<file path="src/rtl/fetch_pkg.sv">
// Shared fetch-stage definitions: instruction size, NOP encoding, IF/ID bundle layout.
// Latency: n/a (types and constants only).
// Backpressure: n/a.
package fetch_pkg;

    localparam int          INSTR_BYTES = 4;
    localparam logic [31:0] NOP_INSTR   = 32'h0000_0000;

    // Field width of the IF/ID bundle at the default 32-bit datapath.
    localparam int IFID_XLEN = 32;

    // IF/ID pipeline bundle: PC+4 of the fetched instruction, the word itself, and a
    // valid flag that is low for a bubble.
    typedef struct packed {
        logic [IFID_XLEN-1:0] pc;
        logic [IFID_XLEN-1:0] instr;
        logic                 valid;
    } ifid_t;

endpackage

</file>
<file path="src/rtl/fetch_unit_imem_rom.sv">
// Instruction ROM with a purely combinational read port, indexed by word.
// Latency: zero cycles (address to data is combinational).
// Backpressure: none; the word at addr_i is always presented on rdata_o.
module imem_rom #(
    parameter int XLEN       = 32,
    parameter int IMEM_DEPTH = 1024
) (
    input  logic [$clog2(IMEM_DEPTH)-1:0] addr_i,
    output logic [XLEN-1:0]               rdata_o
);

    // Fixed index-tagged image: every word carries its own index in the low bits,
    // so any fetch from the wrong slot is visible in the returned word.
    function automatic logic [XLEN-1:0] image_word(input logic [$clog2(IMEM_DEPTH)-1:0] a);
        return XLEN'(32'hC0DE_0000) | XLEN'(a);
    endfunction

    // Combinational read of the addressed word.
    always_comb begin
        rdata_o = image_word(addr_i);
    end

endmodule

</file>
<file path="src/rtl/fetch_unit.sv">
// Instruction fetch stage: PC register, combinational ROM read, registered IF/ID outputs.
// Latency: one cycle PC -> IF/ID; a redirect shows its first valid instruction two edges later.
// Backpressure: stall freezes PC and IF/ID; br_taken flushes (valid=0) even while stalled.
// Optional FETCH_PERF_CNT_EN adds saturating fetch_cnt / stall_cnt outputs.
module fetch_unit #(
    parameter int              XLEN       = 32,
    parameter int              IMEM_DEPTH = 1024,
    parameter int              OFFSET_W   = 16,
    parameter logic [XLEN-1:0] RESET_PC   = '0
) (
    input  logic                clk,
    input  logic                rst,
    input  logic                stall,
    input  logic                br_taken,
    input  logic [XLEN-1:0]     br_base,
    input  logic [OFFSET_W-1:0] br_offset,
    output logic [XLEN-1:0]     if_pc,
    output logic [XLEN-1:0]     if_instr,
    output logic                if_valid
`ifdef FETCH_PERF_CNT_EN
    ,
    output logic [31:0]         fetch_cnt,
    output logic [31:0]         stall_cnt
`endif
);

    import fetch_pkg::*;

    localparam int AW = $clog2(IMEM_DEPTH);

    // IF/ID bundle at this instance's datapath width (same layout as ifid_t).
    typedef struct packed {
        logic [XLEN-1:0] pc;
        logic [XLEN-1:0] instr;
        logic            valid;
    } ifid_w_t;

    logic [XLEN-1:0] pc_q, pc_d;
    ifid_w_t         ifid_q, ifid_d;

    logic [XLEN-1:0] pc_seq;
    logic [XLEN-1:0] off_sx;
    logic [XLEN-1:0] br_target;
    logic [XLEN-1:0] imem_rdata;
    logic [AW-1:0]   imem_idx;
    logic            load_fetch;

    // Only the word-index bits address the ROM; the rest of the PC wraps away.
    assign imem_idx = pc_q[AW+1:2];

    logic unused_pc_bits;
    assign unused_pc_bits = ^{pc_q[XLEN-1:AW+2], pc_q[1:0]};

    imem_rom #(
        .XLEN       (XLEN),
        .IMEM_DEPTH (IMEM_DEPTH)
    ) u_imem (
        .addr_i  (imem_idx),
        .rdata_o (imem_rdata)
    );

    // Sequential and redirect address arithmetic; both wrap modulo 2^XLEN.
    always_comb begin
        pc_seq    = pc_q + XLEN'(INSTR_BYTES);
        off_sx    = {{(XLEN-OFFSET_W){br_offset[OFFSET_W-1]}}, br_offset};
        br_target = br_base + (off_sx << 2);
    end

    // Next-state selection: redirect beats stall, stall beats a normal fetch.
    always_comb begin
        pc_d       = pc_q;
        ifid_d     = ifid_q;
        load_fetch = 1'b0;
        if (br_taken) begin
            // Flush: only the valid bit matters, pc/instr simply hold.
            pc_d         = br_target;
            ifid_d.valid = 1'b0;
        end else if (!stall) begin
            load_fetch   = 1'b1;
            pc_d         = pc_seq;
            ifid_d.pc    = pc_seq;
            ifid_d.instr = imem_rdata;
            ifid_d.valid = 1'b1;
        end
    end

    // PC and IF/ID registers with synchronous reset.
    always_ff @(posedge clk) begin
        if (rst) begin
            pc_q         <= RESET_PC;
            ifid_q.pc    <= '0;
            ifid_q.instr <= XLEN'(NOP_INSTR);
            ifid_q.valid <= 1'b0;
        end else begin
            pc_q   <= pc_d;
            ifid_q <= ifid_d;
        end
    end

    assign if_pc    = ifid_q.pc;
    assign if_instr = ifid_q.instr;
    assign if_valid = ifid_q.valid;

`ifdef FETCH_PERF_CNT_EN
    logic [31:0] fetch_cnt_q, fetch_cnt_d;
    logic [31:0] stall_cnt_q, stall_cnt_d;

    // Saturating event counters: valid loads, and stalls that were not flushed.
    always_comb begin
        fetch_cnt_d = fetch_cnt_q;
        stall_cnt_d = stall_cnt_q;
        if (load_fetch && (fetch_cnt_q != 32'hFFFF_FFFF)) begin
            fetch_cnt_d = fetch_cnt_q + 32'd1;
        end
        if (stall && !br_taken && (stall_cnt_q != 32'hFFFF_FFFF)) begin
            stall_cnt_d = stall_cnt_q + 32'd1;
        end
    end

    // Counter registers, cleared with the rest of the stage.
    always_ff @(posedge clk) begin
        if (rst) begin
            fetch_cnt_q <= '0;
            stall_cnt_q <= '0;
        end else begin
            fetch_cnt_q <= fetch_cnt_d;
            stall_cnt_q <= stall_cnt_d;
        end
    end

    assign fetch_cnt = fetch_cnt_q;
    assign stall_cnt = stall_cnt_q;
`else
    logic unused_load_fetch;
    assign unused_load_fetch = load_fetch;
`endif

endmodule

</file>
<file path="config.mk">
export PLATFORM = sky130hd
export DESIGN_NAME = fetch_unit
export DESIGN_NICKNAME = d
export VERILOG_FILES = /design/src/rtl/fetch_pkg.sv /design/src/rtl/fetch_unit_imem_rom.sv /design/src/rtl/fetch_unit.sv
export SDC_FILE = /design/constraint.sdc
export NUM_CORES = 1
export LEC_CHECK = 0
export ABC_AREA = 1
export BUFFER_PORTS_ARGS = -buffer_cell sky130_fd_sc_hd__buf_4
export CORE_AREA = 10 10 117 119
export DETAILED_ROUTE_END_ITERATION = 6
export DIE_AREA = 0 0 127 129
export PLACE_DENSITY = 0.77
export SETUP_SLACK_MARGIN = 0.5
export SKIP_LAST_GASP = 1
export SYNTH_ARGS = -nofsm -noshare
export SYNTH_HDL_FRONTEND = slang
export SYNTH_SLANG_ARGS = --single-unit
</file>
<file path="constraint.sdc">
create_clock -name clk -period 1.99 [get_ports clk]
set_input_delay 0.398 -clock clk [delete_from_list [all_inputs] [get_ports clk]]
set_output_delay 0.398 -clock clk [all_outputs]
set_load 0.005 [all_outputs]
</file>
# Word-level counts from Yosys, hierarchy flattened
# Index checks and enable logic that the tools add are counted.
# word_totals
latch_bits	0
elab_cells	13
n_memories	0
ramBits	0
register_bits	76
rom_bits	0
# classes
n_eq_ne	1
n_reduce_logical	2
div_mod_pow	0
n_bitwise	2
mux	2
mul	0
n_addsub	2
shift	0
n_lt_le_gt_ge	0
# op_table
op	count
2-to-1 mux 32 bit	2
adder 32 x 3 -> 32 bit (second input constant)	1
adder 32 bit	1
!= test 2 x 1 -> 1 bit (second input constant)	1
NOT 1 bit	2
AND reduction 2 bit	1
OR reduction 2 bit	1

# Longest topological paths before layout
# depth
ltp_word	3
mapped_depth	14
ltp_nobuf	14

# Cells and area by module
# A second synthesis with hierarchy kept.
# unflattened
hier_cells	1046
area_unflattened_um2	6518.8
# by_module_without_submodules
module	area_each_um2	instances	cells_per_inst
fetch_unit	6271.0	1	1012
imem_rom	247.7	1	34

# Least setup slack after synthesis
# Ideal clock, no wire load.
# synth_path
kind	in2reg
from	in br_base[2]
to	reg pc_q[30]
arrival_ns	1.900
slack_ns	0.020
n_path_buf	0
t_required_ns	1.920
path_stages	13
cell_sequence	ha_1 -> fa_1 -> nand3_1 -> nand3_1 -> nand2_1 -> nand3_1 -> nand2_1 -> nand2_1 -> nand2_1 -> nand2_1 -> nand2_1 -> nand3_1 -> a21oi_1
# synth_between
elab_chain_cells	2
# synth_lines
element	line	source
from (decl)	fetch_unit.sv:15	input logic [XLEN-1:0] br_base,
adder 32 bit	fetch_unit.sv:66	br_target = br_base + (off_sx << 2);
2-to-1 mux 32 bit	fetch_unit.sv:74	if (br_taken) begin
to (signal assigned)	fetch_unit.sv:95	pc_q <= pc_d;
to (decl)	fetch_unit.sv:38	logic [XLEN-1:0] pc_q, pc_d;
# No other way between the ends.
# A chain may end at the register's enable or synchronous reset.

# Worst setup path after layout
# layout_path
from	reg pc_q[14]
to	reg ifid_q, in the netlist if_pc[27]
# layout_between
elab_chain_cells	1
# layout_lines
element	line	source
adder 32 x 3 -> 32 bit	fetch_unit.sv:64	pc_seq = pc_q + XLEN'(INSTR_BYTES);
to (signal assigned)	fetch_unit.sv:96	ifid_q <= ifid_d;
to (decl)	fetch_unit.sv:39	ifid_w_t ifid_q, ifid_d;
# No other way between the ends.

==> flow_summary_export.csv <==
group,metric,value,unit
pwr,p_int,0.00336,W
floorplanning,fp.coreArea,11300,um2
finish,finish.instance_area,8650,um2
synth,synthMostInstantiatedCell,"nand2_1",
cts,cts_buffer_depth,2,
synth,syn_area,5710,um2
synth,syn_avg_cell_area,6.15,um2
floorplanning,row_count,39,
worst_hold_path,min_to,"pc_q[0]$_SDFFE_PP0P_",
finish,fin_nets,1167,
pwr,netSwitchingFraction,34.1,%
synth,synth_ff_type,"dfxtp_1",
synth,synth_top_area_share,26.7,%
floorplanning,initial_core_util,50.4,%
synth,synth.largest_area_cell,"dfxtp_1",
finish,antenna_cells,0,
critical_path,timing.rr.start,"pc_q[14]$_SDFFE_PP0N_",
pwr,ir_drop,0.000548,V
floorplanning,die_area,16400,um2
drt,postRouteAntennaNets,0,
critical_path,crit_type,"reg2reg",
sta,post-route-period-util,90.3,%
sta,rsz0062_at_grt,"yes",
synth,yosysSeqAreaShare,26.7,%
critical_path,cp-end-kind,"register",
synth,synth-edff-count,0,
finish,drive_above_1_share,40.5,%
cts,clk_pin_slew_worst_paths,60,ps
critical_path,cpPeakStageDelay,410,ps
critical_path,slowest_stage,"dfxtp_2",
synth,synth_area_leaders,"dfxtp_1, nand2_1, inv_1, a21oi_1, nor2_1",
pwr,clock_power_share,31.6,%
drt,num_vias,6921,
placement,placed_area,7310,um2
synth,synth_cell_type_count,39,
global_routing,grt_max_degree,56,
worst_hold_path,holdCritPathClass,"in2reg",
sta,fmax,0.557,GHz
global_routing,antenna_found_initial,0,
run,maxCapViolations,0,
pwr,p_sw,0.00174,W
critical_path,reg2reg_slack,190,ps
floorplanning,fp.dieH,129,um
cts,cts_buffers,9,
critical_path,cp.arrival,2070,ps
drt,via_per_inst,5.62,
sta,finClkSkew,8.99,ps
placement,io_buffer_count,102,
sta,period_minus_slack,1800,ps
synth,async_reset_ff_share,0,%
drt,firstDrtPassIters,5,
placement,dpl.hpwl,14700,um
sta,maxSlewHeadroom,54.9,%
cts,clockRootBuffer,"clkbuf_16",
synth,syn_inst,928,
synth,synthTopCellsByCount,"nand2_1, inv_1, nor2_1",
pwr,p_leak,4.08,nW
cts,cts_htree_levels,3,
worst_hold_path,worst_hold_startpoint,"br_base[0]",
pwr,power.density,590,nW/um2
sta,final_max_slew_viol_count,0,
critical_path,crit_fanout,5,
drt,drt_iter0_markers,799,
sta,setup_slack,193,ps
placement,gp_congestion,0.997,
placement,dp_slack,-128,ps
outcome,outcome,"finished clean",
critical_path,regToRegEndpoint,"if_pc[27]$_SDFFE_PP0P_",
drt,drc,0,
floorplanning,dieWidth,127,um
cts,numClockSinks,76,
drt,wirelength,22000,um
synth,ys_seq_elements,76,
finish,fillCellCount,835,
global_routing,overflow,0,
global_routing,grt.total_usage,23.0,%
critical_path,cp_common_cell,"nand2_1",
critical_path,rr_worst_depth,7,
pwr,combPwrFrac,33.8,%
pwr,pwr-share-seq,34.6,%
finish,area_growth,51.6,%
sta,setup_viol,0,
floorplanning,ioPinCount,117,
sta,tns,0,ps
cts,cts_tree,"done",
sta,timing.hold.ws,317,ps
critical_path,cp-start-kind,"register",
critical_path,path_cells,"nand2_1 -> nor2_1 -> nand2_1 -> nor3_4 -> xor2_2 -> nand2_1 -> a21oi_1",
critical_path,cp.required,2260,ps
global_routing,grt_pass1_vias,6389,
drt,wl_per_cell,17.9,um
cts,hold_buffers,0,
cts,clk-insertion-delay-late,340,ps
worst_hold_path,hold_depth,3,
global_routing,grt_pass1_wl,31500,um
sta,hold_viol_final,0,
sta,worst_pin_slew,676,ps
synth,yosysWarnings,0,
-- power groups by stage --
stage / Sequential (W) / Clock (W) / Combinational (W)
3_3_place_gp: 0.00176 / 0 / 0.00139
4_1_cts: 0.00174 / 0.00161 / 0.00150
6_report: 0.00176 / 0.00161 / 0.00172
3_5_place_dp: 0.00176 / 0 / 0.00140
2_1_floorplan: 0.00174 / 0 / 0.000876
5_1_grt: 0.00177 / 0.00168 / 0.00187
-- worst max path at each step --
stage                     startpoint                      to  slack, ps  depth (start not counted)
2_1_floorplan             br_base[2]   pc_q[30]$_SDFFE_PP0N_        190                         13
3_3_place_gp           br_offset[15]   pc_q[18]$_SDFFE_PP0N_       -110                         10
3_5_place_dp           br_offset[15]   pc_q[18]$_SDFFE_PP0N_       -130                         10
4_1_cts         pc_q[2]$_SDFFE_PP0N_   pc_q[28]$_SDFFE_PP0N_        250                         13
5_1_grt         pc_q[2]$_SDFFE_PP0N_   pc_q[24]$_SDFFE_PP0N_        150                         12
6_report       pc_q[14]$_SDFFE_PP0N_  if_pc[27]$_SDFFE_PP0P_        190                          7
-- state kept, by name (all words and copies together), names as in the netlist --
signal    count
if_pc        32
pc_q         32
if_instr     11
if_valid      1
-- per-stage QoR --
step | power [W] | utilization (%) | cells
2_1_floorplan | 0.00262 | - | 941
3_3_place_gp | 0.00315 | 64.5 | 1191
3_5_place_dp | 0.00317 | 64.5 | 1191
4_1_cts | 0.00485 | 70.9 | 1218
5_1_grt | 0.00532 | 76.4 | 1231
6_report | 0.00510 | 76.4 | 1231
-- per-layer routing --
metal	vias to the layer above	track usage [%]	share of wire [%]
met5	-	0	0
met4	0	7.97	4.3
met3	87	4.89	9.6
met2	441	38.9	48
met1	3155	28.4	38
li1	3238	-	-
-- timing repair --
action	CTS	global route
setup buffers	12	13
setup endpoints to repair	44	51
resized for setup	101	148
pin swaps	45	62
-- critical path, delay by kind of cell (launching register included) --
kind	cells	cell delay, ps
AO/OA/AOI/OAI	1	150
XOR/XNOR	1	280
flip-flops	1	410
AND/OR/NAND/NOR	5	890
-- logic make-up (layout without fill, tap and decap cells) --
family	Yosys count	in the layout	share of synthesized area (%)
simple gates	481	481	36.0
buf+inv	165	312	12.5
compound gates	150	150	14.2
flops	76	76	26.7
fa+ha+maj	31	31	6.93
xor+xnor	24	24	3.68
other cells	1	14	0.0657
-- layout by cell type, fill, tap and decap left out, types with 15 or more instances in the layout --
cell       n
nand2_4   18
buf_4    159
nand2_1  211
a21oi_2   27
nand3_1   40
nor2_2    18
a21oi_1   58
o21ai_0   20
nand2_2   45
inv_1    107
nand3_2   15
dfxtp_1   57
ha_4      30
nor2_4    17
nor2_1    74
-- cell type report --
| cell class | count | area [um2] | area share [%] |
|---|---|---|---|
| Clock inverter | 6 | 65.1 | 0.752 |
| Clock buffer | 9 | 225 | 2.60 |
| Sequential cell | 76 | 1560 | 18.1 |
| Inverter | 122 | 465 | 5.38 |
| Tap cell | 143 | 179 | 2.07 |
| Multi-Input combinational cell | 700 | 4760 | 55.0 |
| Timing Repair Buffer | 175 | 1400 | 16.2 |
(Power assumes the default switching activity.)
